**config.mk**
```make
export PLATFORM = sky130hd
export DESIGN_NAME = regfile_sb
export DESIGN_NICKNAME = d
export VERILOG_FILES = /design/src/rtl/regfile_sb.sv
export SDC_FILE = /design/constraint.sdc
export NUM_CORES = 2
export LEC_CHECK = 0
export CORE_ASPECT_RATIO = 0.9
export CORE_MARGIN = 5
export CORE_UTILIZATION = 59
export CTS_BUF_LIST = sky130_fd_sc_hd__clkbuf_4 sky130_fd_sc_hd__clkbuf_8
export CTS_CLUSTER_DIAMETER = 80
export DETAILED_ROUTE_END_ITERATION = 10
export PLACE_DENSITY = 0.86
export SLEW_MARGIN = 10
export SYNTH_ARGS = -nofsm -noshare
export SYNTH_HDL_FRONTEND = slang
export SYNTH_SLANG_ARGS = --single-unit
```
**constraint.sdc**
```tcl
create_clock -name clk -period 18.94 [get_ports clk]
set_input_delay 3.788 -clock clk [delete_from_list [all_inputs] [get_ports clk]]
set_output_delay 3.788 -clock clk [all_outputs]
set_load 0.1 [all_outputs]
```
**src/rtl/regfile_sb.sv**
```systemverilog
// Register file with a pending-bit scoreboard: combinational reads with optional
// write forwarding, issue/writeback tracking of producers, stall and flush.
module regfile_sb #(
  parameter int XLEN   = 32,
  parameter int NREG   = 32,
  parameter int BYPASS = 1,
  localparam int AW    = $clog2(NREG),
  localparam int CW    = AW + 1
) (
  input  logic            clk,
  input  logic            rst_n,
  input  logic [AW-1:0]   rs1_addr,
  input  logic [AW-1:0]   rs2_addr,
  output logic [XLEN-1:0] rs1_data,
  output logic [XLEN-1:0] rs2_data,
  input  logic            wr_en,
  input  logic [AW-1:0]   wr_addr,
  input  logic [XLEN-1:0] wr_data,
  input  logic            iss_en,
  input  logic [AW-1:0]   iss_rd,
  input  logic            flush,
  output logic            rs1_busy,
  output logic            rs2_busy,
  output logic            stall,
  output logic [CW-1:0]   pend_cnt
);

  logic [XLEN-1:0] regs_q [NREG];
  logic [XLEN-1:0] regs_d [NREG];
  logic [NREG-1:0] pend_q, pend_d;
  logic [CW-1:0]   pend_cnt_q, pend_cnt_d;

  logic wr_hit, byp1, byp2, waw, iss_ok;

  always_comb begin
    wr_hit = wr_en && (wr_addr != '0);
    byp1   = (BYPASS != 0) && wr_hit && (wr_addr == rs1_addr);
    byp2   = (BYPASS != 0) && wr_hit && (wr_addr == rs2_addr);

    // Reset masking keeps forwarded write data off the read ports while rst_n is low.
    rs1_data = '0;
    rs2_data = '0;
    if (rst_n) begin
      rs1_data = byp1 ? wr_data : regs_q[rs1_addr];
      rs2_data = byp2 ? wr_data : regs_q[rs2_addr];
    end

    rs1_busy = rst_n && pend_q[rs1_addr] && !byp1;
    rs2_busy = rst_n && pend_q[rs2_addr] && !byp2;
    waw      = iss_en && pend_q[iss_rd] && !(wr_en && (wr_addr == iss_rd));
    stall    = rst_n && (rs1_busy || rs2_busy || waw);
    iss_ok   = iss_en && !stall && (iss_rd != '0);
  end

  always_comb begin
    regs_d = regs_q;
    if (wr_hit) regs_d[wr_addr] = wr_data;

    // Writeback clears first so a same-cycle issue to that register wins; flush beats both.
    pend_d = pend_q;
    if (wr_en)  pend_d[wr_addr] = 1'b0;
    if (iss_ok) pend_d[iss_rd]  = 1'b1;
    if (flush)  pend_d = '0;
    pend_d[0] = 1'b0;

    pend_cnt_d = '0;
    for (int i = 1; i < NREG; i++) begin
      pend_cnt_d = pend_cnt_d + CW'(pend_d[i]);
    end
  end

  always_ff @(posedge clk or negedge rst_n) begin
    if (!rst_n) begin
      regs_q     <= '{default: '0};
      pend_q     <= '0;
      pend_cnt_q <= '0;
    end else begin
      regs_q     <= regs_d;
      pend_q     <= pend_d;
      pend_cnt_q <= pend_cnt_d;
    end
  end

  assign pend_cnt = pend_cnt_q;

endmodule

```
==> run metrics <==
final core occ=64.9%; PnR worst setup slack=between 6 and 7 ns; Startpoint Class=input pin; GRT overflow=0; highest clock rate=78.3 MHz; number of vias per cell=around 7; Sink Count=1061; worst hold path class=reg -> reg; Seq/Total Area, Yosys=between 40% and 50%; mux share of post-synthesis cell area=46.1%; post-synthesis cell type count=a little over 50; Clock Skew=between 0.01 and 0.015 ns; CTS Hold Bufs=0; storage element area=26600 sq um; Initial Utilization=between 50% and 60%; Final nets=roughly 3700; routability cong.=slightly above 0.9; Initial DRC Count=4233; Synth Area in Simple Gates=roughly 1.5%; setup tns final=0 ns; layout cell share with drive strength beyond 1=a little under three fifths; largest net degree at the start of global routing=~160; via count=approximately 36000; clock slew at the register clock pins of the worst setup and hold paths=roughly 0.060 ns; CTS resizes=0; H-tree Lvls=4; Post-synth top flop=dfrtp_1; standard-cell row count=109; initial antenna violation count=1; Synth Warn #=0; fillcell total=roughly 6500; synthesized area=about 58000 sq um; Power Density=between 100 and 150 nW/um^2; first-pass GRT wire length=about 250000 um; Slew headroom=between 15 and 20%; CTS tree=done; final hold vios=0; Max-Cap Viols=0; Die W=around 340 um; cell with the most instances after synthesis=dfrtp_1; worst-margin pin slew=1.25 ns; final wirelength=approximately 160000 um; drt pass-1 iters=6; drt wl/cell=32.6 um; Post-Synth XOR/XNOR Area=less than 1%; total design power=roughly 0.0067 W; unrepaired setup endpoints after global routing=false; post-synthesis net count=~3700; synth top area cells=dfrtp_1, mux4_2, mux2_2; Leak=between 20 and 30 nW; Post-synth EDFFs=0; Port Buf Inserts=between 100 and 150; Multi-input gate area=roughly 30000 sq um; Adder-Cell Fraction of Synth Area=less than 1%; setup bufs post-CTS=0; most instantiated cells after synthesis=dfrtp_1, mux2_2, mux4_2; largest family of logic cells by synthesized area=multiplexers; num ports=130; Worst EP required=roughly 15 ns; outcome=complete, no violations; Post-Place Setup Slack=about 6 ns; Clock Tree Buf Depth=3; Layout area overhead=9.69%; Setup-failing EPs final=0; nature of the critical path endpoint=output port; clock latency reported for the late side of the worst-skew pair=around 0.84 ns; DRC=0; ANT nets after route=0; HPWL Detailed=between 80000 and 90000 um; minimum clock period=around 13 ns; Post-Syn Instances=around 3700; cell taking the most area after synthesis=dfrtp_1; asr flop ratio synth=between 90% and 100%; crit path DAT=8.99 ns; critical-path maximum fanout=roughly 120; Die Y=a little over 300 um; DIE AREA=roughly 100000 sq um; Tcrit/Tclk final=between 60% and 70%; CTS root buf=clkbuf_8; Core ar.=around 98000 sq um; Tot GR Track Use=roughly a third; peak supply drop=about 0.071 mV; total CTS buffers=about 170; CP Class=in -> out; Slew Limit Fails=0; Synth Area per Inst=15.8 sq um; area fraction of the dominant cell type after synthesis=45.9%; Synth Area in Compound Gates=around 1.8%; vias in the first global route=37800; Yosys reg bits=between 1000 and 1500
stage by stage:
step | hold WS, ns | instance area [sq um] | std cells
after floorplan | 0.441 | 57900 | 3658
after global placement | 0.377 | 59800 | 4710
after detailed placement | 0.383 | 59800 | 4710
after CTS | 0.396 | 63500 | 5010
after global routing | 0.405 | 63500 | 5011
final | 0.394 | 63500 | 5011
final cells by class:
cell class / count / share of cell area (%)
repair buffers: 199 / 2.99
flip-flops and latches: 1061 / 41.8
clock buffers: 266 / 5.28
well taps: 1276 / 2.51
inverters: 44 / 0.262
diodes: 1 / 0.00394
multi-input cells: 2130 / 46.6
clock inverters: 34 / 0.528
placed cells by master, fill, tap and decap left out, types with 49 or more instances in the layout:
cell	synthesis	final
buf_4	25	67
clkbuf_4	0	49
clkbuf_8	0	217
clkdlybuf4s50_1	0	118
dfrtp_1	1061	1061
mux2_2	1010	1010
mux2i_1	67	67
mux4_2	650	650
nand2_1	86	75
o21ai_0	76	75
final timing paths:
check | cells after the start | slack (ns) | start | end
hold reg to reg | 0 | 0.39 | regs_q[1000] | regs_q[1000]
max in group asynchronous | 5 | 12.96 | rst_n | regs_q[135]
min in group asynchronous | 1 | 2.99 | rst_n | pend_q[21]
hold / removal | 0 | 0.39 | regs_q[1000] | regs_q[1000]
setup / recovery | 8 | 6.17 | rs1_addr[0] | rs1_data[25]
setup reg to reg | 21 | 11.63 | pend_q[15] | pend_cnt[4]
cells by family (layout without fill, tap and decap cells):
family                     count (synthesis)  in the layout
and+or+nand+nor                          180            180
DFF                                     1061           1061
AOI/OAI and AO/OA                        175            175
xor gates and xnor gates                  18             18
other                                      0              1
buffers and inverters                    467            543
adders and majority gates                 30             30
muxes                                   1727           1727
state kept, by name, indices dropped and copies added (netlist names):
signal / flops
pend_cnt: 6
pend_q: 31
regs_q: 1024
worst max-delay path: stages:
cell             delay [ns]
buf_8                  0.58
buf_12                 0.73
buf_4                  0.96
mux4_2                 0.62
mux4_2                 0.48
mux2i_1                0.29
a21oi_1                0.20
clkdlybuf4s50_1        1.05
power by group:
group | internal, W | total (W) | switching (W)
sequential | 0.00268 | 0.00299 | 0.000310
clock | 0.00118 | 0.00213 | 0.000952
combinational | 0.000866 | 0.00154 | 0.000670
routing by layer:
| layer | routed length [um] | global-route usage (%) |
|---|---|---|
| met3 | 16800 | 8.64 |
| met4 | 8730 | 15.2 |
| met5 | 0 | 0 |
| met1 | 59500 | 41.5 |
| met2 | 78300 | 50.0 |
Power figures use the tool's default switching activity.
